**config.mk**
```make
export PLATFORM = sky130hd
export DESIGN_NAME = seq_det_ctrl_flat
export DESIGN_NICKNAME = d
export VERILOG_FILES = /design/src/rtl/seq_det_ctrl_if.sv /design/src/rtl/seq_det_ctrl.sv /design/src/flat_wrapper.sv
export SDC_FILE = /design/constraint.sdc
export NUM_CORES = 1
export LEC_CHECK = 0
export ABC_CLOCK_PERIOD_IN_PS = 2100
export CAP_MARGIN = 20
export CORE_ASPECT_RATIO = 0.8
export CORE_MARGIN = 2
export CORE_UTILIZATION = 25
export CTS_BUF_LIST = sky130_fd_sc_hd__clkbuf_4 sky130_fd_sc_hd__clkbuf_8 sky130_fd_sc_hd__clkbuf_16
export DETAILED_ROUTE_END_ITERATION = 6
export PLACE_DENSITY = 0.56
export SETUP_SLACK_MARGIN = 0.5
export SLEW_MARGIN = 20
export SYNTH_ARGS = -nofsm -noshare
export SYNTH_HDL_FRONTEND = slang
export SYNTH_SLANG_ARGS = --single-unit
```
**constraint.sdc**
```tcl
create_clock -name clk -period 2.1 [get_ports clk]
set_input_delay 0.42 -clock clk [delete_from_list [all_inputs] [get_ports clk]]
set_output_delay 0.42 -clock clk [all_outputs]
set_load 0.01 [all_outputs]
```
**src/rtl/seq_det_ctrl_if.sv**
```systemverilog
// Control/config/serial bundle between seq_det_ctrl and its surrounding logic.
interface seq_det_ctrl_if #(
  parameter int W     = 16,
  parameter int CNT_W = 8,
  parameter int TO_W  = 16
);
  logic             cfg_valid;
  logic             cfg_ready;
  logic [W-1:0]     cfg_pattern;
  logic [W-1:0]     cfg_mask;
  logic [CNT_W-1:0] cfg_target;
  logic [TO_W-1:0]  cfg_timeout;
  logic             cfg_overlap;
  logic             start;
  logic             abort;
  logic             in_valid;
  logic             In;
  logic             busy;
  logic             done;
  logic             timed_out;
  logic             match_pulse;
  logic [CNT_W-1:0] match_cnt;

  modport master (
    output cfg_valid, cfg_pattern, cfg_mask, cfg_target, cfg_timeout, cfg_overlap,
    output start, abort, in_valid, In,
    input  cfg_ready, busy, done, timed_out, match_pulse, match_cnt
  );

  modport slave (
    input  cfg_valid, cfg_pattern, cfg_mask, cfg_target, cfg_timeout, cfg_overlap,
    input  start, abort, in_valid, In,
    output cfg_ready, busy, done, timed_out, match_pulse, match_cnt
  );
endinterface

```
**src/rtl/seq_det_ctrl.sv**
```systemverilog
// Run-controlled serial sequence detector: masked pattern compare on a
// W-bit LSB-first shift register, with fill guard, overlap policy, match
// target and cycle timeout.
module seq_det_ctrl #(
  parameter int W     = 16,
  parameter int CNT_W = 8,
  parameter int TO_W  = 16
) (
  input  logic           clk,
  input  logic           rst,
  seq_det_ctrl_if.slave  bus
);

  localparam int FW = $clog2(W + 1);
  localparam logic [FW-1:0] FULL = FW'(W);

  typedef enum logic [1:0] {S_IDLE, S_ARMED, S_DONE} state_t;

  typedef struct packed {
    logic [W-1:0]     pattern;
    logic [W-1:0]     mask;
    logic [CNT_W-1:0] target;
    logic [TO_W-1:0]  timeout;
    logic             overlap;
  } cfg_t;

  state_t           state, state_nxt;
  cfg_t             cfg;
  logic [W-1:0]     sr, sr_nxt;
  logic [FW-1:0]    fill, fill_inc;
  logic [TO_W-1:0]  to_cnt, to_inc;
  logic [CNT_W-1:0] match_cnt, mcnt_inc, tgt;
  logic             match_pulse, timed_out;
  logic             armed, run_start, acc, hit, fin_match, expire, cfg_acc;

  // Per-cycle decode: accepted bit, post-shift compare, finish and timeout.
  // abort suppresses every run-side effect in the cycle it is seen.
  always_comb begin
    armed     = (state == S_ARMED);
    run_start = !armed && bus.start && !bus.abort;
    acc       = armed && !bus.abort && bus.in_valid;
    sr_nxt    = {bus.In, sr[W-1:1]};
    fill_inc  = (fill == FULL) ? FULL : fill + 1'b1;
    hit       = acc && (fill_inc == FULL) &&
                (((sr_nxt ^ cfg.pattern) & cfg.mask) == '0);
    mcnt_inc  = match_cnt + 1'b1;
    tgt       = (cfg.target == '0) ? CNT_W'(1) : cfg.target;
    fin_match = hit && (mcnt_inc == tgt);
    to_inc    = to_cnt + 1'b1;
    expire    = armed && !bus.abort && (cfg.timeout != '0) &&
                (to_inc == cfg.timeout);
    cfg_acc   = bus.cfg_valid && !armed;
  end

  // FSM state register.
  always_ff @(posedge clk or negedge rst) begin
    if (!rst) state <= S_IDLE;
    else      state <= state_nxt;
  end

  // FSM next state: abort wins over everything, a completing match wins
  // over a same-cycle timeout (both lead to DONE, timed_out decides).
  always_comb begin
    state_nxt = state;
    if (bus.abort) begin
      state_nxt = S_IDLE;
    end else begin
      case (state)
        S_IDLE, S_DONE: if (bus.start) state_nxt = S_ARMED;
        S_ARMED:        if (fin_match || expire) state_nxt = S_DONE;
        default:        state_nxt = S_IDLE;
      endcase
    end
  end

  // FSM outputs: status levels come straight from the state.
  always_comb begin
    bus.cfg_ready   = !armed;
    bus.busy        = armed;
    bus.done        = (state == S_DONE);
    bus.timed_out   = timed_out;
    bus.match_pulse = match_pulse;
    bus.match_cnt   = match_cnt;
  end

  // Config latch; only accepted outside a run so an armed run never changes.
  always_ff @(posedge clk or negedge rst) begin
    if (!rst) begin
      cfg <= '0;
    end else if (cfg_acc) begin
      cfg.pattern <= bus.cfg_pattern;
      cfg.mask    <= bus.cfg_mask;
      cfg.target  <= bus.cfg_target;
      cfg.timeout <= bus.cfg_timeout;
      cfg.overlap <= bus.cfg_overlap;
    end
  end

  // Detection shift register; newest bit enters at the top, frozen outside runs.
  always_ff @(posedge clk or negedge rst) begin
    if (!rst)     sr <= '0;
    else if (acc) sr <= sr_nxt;
  end

  // Run counters and status: cleared on start, advanced while armed.
  always_ff @(posedge clk or negedge rst) begin
    if (!rst) begin
      fill        <= '0;
      to_cnt      <= '0;
      match_cnt   <= '0;
      match_pulse <= 1'b0;
      timed_out   <= 1'b0;
    end else begin
      match_pulse <= hit;
      if (run_start) begin
        fill      <= '0;
        to_cnt    <= '0;
        match_cnt <= '0;
        timed_out <= 1'b0;
      end else if (bus.abort) begin
        timed_out <= 1'b0;
      end else if (armed) begin
        to_cnt <= to_inc;
        if (acc)  fill      <= (hit && !cfg.overlap) ? '0 : fill_inc;
        if (hit)  match_cnt <= mcnt_inc;
        if (expire && !fin_match) timed_out <= 1'b1;
      end
    end
  end

endmodule
```
**src/flat_wrapper.sv**
```systemverilog
// flat-port wrapper written by rule: the top's interface ports become plain ports
module seq_det_ctrl_flat 
#(
  parameter int W     = 16,
  parameter int CNT_W = 8,
  parameter int TO_W  = 16
)
  (clk, rst, bus_cfg_valid, bus_cfg_pattern, bus_cfg_mask, bus_cfg_target, bus_cfg_timeout, bus_cfg_overlap, bus_start, bus_abort, bus_in_valid, bus_In, bus_cfg_ready, bus_busy, bus_done, bus_timed_out, bus_match_pulse, bus_match_cnt);
  seq_det_ctrl_if #(.W(W), .CNT_W(CNT_W), .TO_W(TO_W)) bus_i ();
  input  logic clk;
  input  logic rst;
  input wire logic [$bits(bus_i.cfg_valid)-1:0] bus_cfg_valid;
  input wire logic [$bits(bus_i.cfg_pattern)-1:0] bus_cfg_pattern;
  input wire logic [$bits(bus_i.cfg_mask)-1:0] bus_cfg_mask;
  input wire logic [$bits(bus_i.cfg_target)-1:0] bus_cfg_target;
  input wire logic [$bits(bus_i.cfg_timeout)-1:0] bus_cfg_timeout;
  input wire logic [$bits(bus_i.cfg_overlap)-1:0] bus_cfg_overlap;
  input wire logic [$bits(bus_i.start)-1:0] bus_start;
  input wire logic [$bits(bus_i.abort)-1:0] bus_abort;
  input wire logic [$bits(bus_i.in_valid)-1:0] bus_in_valid;
  input wire logic [$bits(bus_i.In)-1:0] bus_In;
  output wire logic [$bits(bus_i.cfg_ready)-1:0] bus_cfg_ready;
  output wire logic [$bits(bus_i.busy)-1:0] bus_busy;
  output wire logic [$bits(bus_i.done)-1:0] bus_done;
  output wire logic [$bits(bus_i.timed_out)-1:0] bus_timed_out;
  output wire logic [$bits(bus_i.match_pulse)-1:0] bus_match_pulse;
  output wire logic [$bits(bus_i.match_cnt)-1:0] bus_match_cnt;
  assign bus_i.cfg_valid = bus_cfg_valid;
  assign bus_i.cfg_pattern = bus_cfg_pattern;
  assign bus_i.cfg_mask = bus_cfg_mask;
  assign bus_i.cfg_target = bus_cfg_target;
  assign bus_i.cfg_timeout = bus_cfg_timeout;
  assign bus_i.cfg_overlap = bus_cfg_overlap;
  assign bus_i.start = bus_start;
  assign bus_i.abort = bus_abort;
  assign bus_i.in_valid = bus_in_valid;
  assign bus_i.In = bus_In;
  assign bus_cfg_ready = bus_i.cfg_ready;
  assign bus_busy = bus_i.busy;
  assign bus_done = bus_i.done;
  assign bus_timed_out = bus_i.timed_out;
  assign bus_match_pulse = bus_i.match_pulse;
  assign bus_match_cnt = bus_i.match_cnt;
  seq_det_ctrl #(.W(W), .CNT_W(CNT_W), .TO_W(TO_W)) u_core (.clk(clk), .rst(rst), .bus(bus_i));
endmodule
```
# After elaboration in Yosys (flattened, before gate mapping)
# Index checks and enable logic that the tools add are counted.
# word_totals
reg_bits,106
input_bits,64
output_inout_bits,13
elab_cells,80
# op_classes
addsub,3
n_eq_ne,9
n_mux,22
n_bitwise,2
n_reduce_logical,32
# op_table
operator,count
$mux W16,3
$mux W8,5
$mux W5,6
$add A16 B1 Y16 const B,1
$and A16 B16 Y16,1
$eq A16 B16 Y1,1
$logic_not A16 Y1,1
$reduce_bool A16 Y1,1
$xor A16 B16 Y16,1
$logic_and A1 B1 Y1,12
$eq A5 B5 Y1 const B,2
$add A8 B1 Y8 const B,1
$eq A8 B8 Y1,1
$logic_not A8 Y1,1
$mux W2,3
$reduce_and A2 Y1,3
$reduce_and A3 Y1,2
$reduce_bool A2 Y1,3
$reduce_bool A3 Y1,2
$add A5 B1 Y5 const B,1
$logic_not A1 Y1,4
$mux W1,4
$pmux W2 S2,1
$ne A3 B2 Y1 const B,1
7 further kinds,7

# Longest topological paths before layout
# depth
ltp_word,12
depth_mapped,10
depth_no_buf,10

# Least setup slack after synthesis
# OpenSTA, ideal clock, no wires.
# synth_timing
path_type,reg2reg
from,reg u_core.to_cnt[0]
to,reg u_core.timed_out (netlist: u_core.bus.timed_out)
setup_ps,65
t_arrival_ps,2089
required_time_ps,2035
setup_slack_ps,-55
stages_incl_launch_ff,10
path_buffers,1
synth_period_minus_slack_ps,2155
path_cell_list,dfrtp_1 ha_1 buf_4 xor2_1 or3b_2 a31oi_1 a32oi_1 a31oi_1 and4_1 a31o_1
# synth_between
elab_chain_cells,6
# synth_lines
element,line,text
start: declaration,seq_det_ctrl.sv:31,"logic [TO_W-1:0] to_cnt, to_inc;"
start signal: assignment,seq_det_ctrl.sv:123,to_cnt <= to_inc;
$add A16 B1 Y16,seq_det_ctrl.sv:49,to_inc = to_cnt + 1'b1;
$eq A16 B16 Y1,seq_det_ctrl.sv:51,(to_inc == cfg.timeout);
$logic_and A1 B1 Y1,seq_det_ctrl.sv:50,expire = armed && !bus.abort && (cfg.timeout != '0) &&
$logic_and A1 B1 Y1,seq_det_ctrl.sv:126,if (expire && !fin_match) timed_out <= 1'b1;
$reduce_bool A3 Y1 (no line),n/a,
$reduce_and A2 Y1 (no line),n/a,
end signal: assignment,seq_det_ctrl.sv:119,timed_out <= 1'b0;
end signal: assignment,seq_det_ctrl.sv:121,timed_out <= 1'b0;
end signal: assignment,seq_det_ctrl.sv:126,
end: declaration,seq_det_ctrl.sv:33,"logic match_pulse, timed_out;"
# Every way passes these cells.
# A chain may end at the register's enable or synchronous reset.

# Worst setup path after layout
# Ends and elaborated chain as after synthesis.

==> flow_summary.json <==
{
  "status": "complete, no violations",
  "dp_hpwl_mm": 10.7,
  "drt_iter0_drc": 288,
  "min_period_ps": 2040,
  "setup_slack_ps": 58.1,
  "ys.flop_type": "dfrtp_1",
  "synth_top_cell_by_area": "dfrtp_1",
  "drive_gt1_share_pct": 37.2,
  "viasPerCell": 4.85,
  "yosysTopAreaCellShare_pct": 49.0,
  "synth.net_count": 581,
  "grt-ovfl-total": 0,
  "async_flop_share_pct": 100,
  "antenna_cells": 0,
  "die_h_um": 135,
  "cp-start-kind": "register",
  "crit_required_ps": 2400,
  "multi_input_area_um2": 3170,
  "synth_compound_area_share_pct": 10.7,
  "cts-htree-levels": 3,
  "cts_buffers": 9,
  "critPathKind": "reg -> reg",
  "worst_hold_slack_ps": 346,
  "fin_crit_sh_pct": 97.2,
  "clock_skew_ps": 9.21,
  "cp-end-kind": "register",
  "coreArea_um2": 20900,
  "synth_edf_count": 0,
  "hp-class": "in -> reg",
  "clock-root-buffer": "clkbuf_16",
  "grt_max_degree": 48,
  "antenna_found_initial": 0,
  "slew_headroom_pct": 60.7,
  "wl_mm": 16.2,
  "clk_latency_ps": 360,
  "fmax_ghz": 0.490,
  "synth-simple-area-share_pct": 15.7,
  "syn_inst": 513,
  "ys_top_cells_by_area": "dfrtp_1 (49%), mux2_2 (12%), nand2_1 (5.7%), xor2_1 (4.6%), xnor2_1 (3.4%)",
  "clk_pin_slew_worst_paths_ps": 80,
  "first_global_vias": 4640,
  "worst_slew_pin_slew_ps": 584,
  "slew_violations": 0,
  "setup-violations-final": 0,
  "grt_util_all_layers_pct": 14.1,
  "yosysSeqAreaShare_pct": 49.0,
  "area_growth_pct": 55.4,
  "hold_violations": 0,
  "die-width_um": 168,
  "place.gp.congestion": 0.909,
  "initial_core_util_pct": 25.7,
  "io_pins": 77,
  "first_pass_iters": 5,
  "peakVddDrop_v": 0.000374,
  "port_buffers": 76,
  "synth_area_per_cell_um2": 10.4,
  "drc_errors": 0,
  "synthAdderAreaFrac_pct": 0.934,
  "ys.warnings.count": 0,
  "routedWlPerCell_um": 17.1,
  "cp_max_fo": 5,
  "ys_seq_elements": 105,
  "nFillCells": 1985,
  "worstPathArrival_ps": 2340,
  "synth_top_family_by_area": "simple AND/OR/NAND/NOR gates",
  "cts.sinks": 105,
  "clockBufferDepth": 2,
  "place_ws_ps": -334,
  "ys_types": 53,
  "final_nets": 744,
  "rsz0062_at_grt": "true",
  "synth_xor_area_share_pct": 8.01,
  "placementRows": 47,
  "register_area_um2": 2640,
  "p_leak_nw": 3.77,
  "maxCapViolations": 0,
  "die_area_um2": 22600,
  "synth.cell_area_um2": 5360,
  "cts_tree": "yes",
  "power.density_nw_per_um2": 697,
  "power_mw": 5.81,
  "grt_pass1_wl_mm": 24.7,
  "ant_nets": 0,
  "vias": 4603,
  "synthMuxAreaShare_pct": 12.8
}
## layout make-up
type	instances	area share [%]
Multi-Input combinational cell	373	38.1
Sequential cell	105	31.6
Timing Repair Buffer	175	22.0
Tap cell	269	4.04
Clock buffer	10	2.79
Inverter	12	0.721
Clock inverter	6	0.706
## per-layer routing
metal | GRT usage [%] | share of wire [%] | vias up
li1 | - | - | 2145
met1 | 19.5 | 48 | 2283
met2 | 21.4 | 44 | 152
met3 | 3.46 | 6.1 | 23
met4 | 5.12 | 2.4 | 0
met5 | 0 | 0 | -
## synth_stat cells (2+ instances only)
cell type	number
and2_1	6
a22o_1	5
o211ai_1	7
o31ai_1	5
a211oi_1	2
dfrtp_1	105
nand4b_1	3
xnor2_1	21
nand4_1	10
nand2b_1	2
ha_1	4
inv_1	11
nor2b_1	4
nand3_1	16
and3_1	6
buf_2	9
a31oi_1	4
buf_4	3
a21oi_1	9
mux2i_1	2
nor4_1	8
o22ai_1	2
a221oi_1	3
and4_4	2
mux2_2	59
clkbuf_1	11
nand2_1	82
o21ai_0	33
xor2_1	28
a21o_1	7
nor3_1	6
and4_1	2
nor2_1	15
o41ai_1	2
## logic make-up (layout without fill, tap and decap cells)
logic type               count (synthesis)  after routing
flip-flops                             105            105
AND/OR/NAND/NOR                        171            171
adder cells (fa/ha/maj)                  4              4
AO/OA/AOI/OAI                           88             88
buffers and inverters                   35            203
multiplexers                            61             61
XOR/XNOR                                49             49
## path summary, 6_finish.rpt
path	slack (ps)	endpoint	start	depth (start not counted)
min	350	u_core.sr[15]	bus_In	3
max in group asynchronous	970	u_core.state[0]	rst	3
min reg2reg	510	u_core.sr[3]	u_core.sr[4]	2
max	60	u_core.bus.timed_out	u_core.to_cnt[0]	8
max reg2reg	60	u_core.bus.timed_out	u_core.to_cnt[0]	8
min in group asynchronous	540	u_core.cfg[22]	rst	2
## flip-flops by register name (all words and copies together) (netlist names)
signal                  flops
u_core.cfg                 57
u_core.to_cnt              16
u_core.sr                  15
u_core.bus.match_cnt        8
u_core.fill                 5
u_core.state                2
u_core.bus.match_pulse      1
u_core.bus.timed_out        1
## power breakdown
group	leakage (nW)	switching (mW)	internal [mW]	total [mW]
Sequential	1.32	0.270	2.29	2.56
Combinational	2.31	0.645	0.911	1.56
Clock	0.142	0.839	0.851	1.69
Total	3.77	1.75	4.05	5.81
## stage by stage
stage	instances	setup TNS [ps]	instance area (µm²)	util, %
final	950	0	8330	39.9
after global routing	950	-58.1	8330	39.9
after CTS	930	0	7620	36.5
after detailed placement	893	-3200	6920	33.2
after global placement	893	-2600	6920	33.2
after floorplan	513	0	5470	-
## critical path, stage by stage (launching register included)
cell and delay (ps):
dfrtp_1 420, ha_4 210, xor2_2 150, or3b_4 390, a31oi_4 140, a32oi_2 90
a31oi_1 180, and4_4 250, a31o_1 140
## cells in the final DEF, fill, tap and decap left out, types with 4 or more instances in the layout
cell / Yosys / final
xnor2_1: 21 / 20
buf_6: 0 / 28
o211ai_1: 7 / 7
nor2_4: 1 / 7
buf_16: 0 / 4
nor4_1: 8 / 5
o21ai_0: 33 / 11
nor2_1: 15 / 7
mux2_4: 0 / 58
dfrtp_2: 0 / 6
and4_4: 2 / 4
o21ai_2: 0 / 5
dfrtp_1: 105 / 99
dlygate4sd2_1: 0 / 4
nand2_1: 82 / 76
clkbuf_16: 0 / 13
xor2_1: 28 / 27
and3_1: 6 / 5
nor3_1: 6 / 5
buf_4: 3 / 61
a21o_1: 7 / 7
nand3_1: 16 / 12
nand4_1: 10 / 10
inv_1: 11 / 8
a21oi_1: 9 / 8
a22o_1: 5 / 5
clkdlybuf4s50_1: 0 / 60
o21ai_1: 0 / 17
buf_12: 0 / 7
## repair_timing
item                                   in CTS  in global routing
setup endpoints to repair                  96                 67
setup buffers                              17                 15
hold buffers                                1                  0
pin swaps                                  17                 20
gates cloned                                3                  5
endpoints found under the hold margin      23                  0
gates resized for setup                    94                131
No activity file was read; power rests on OpenSTA's default activity.
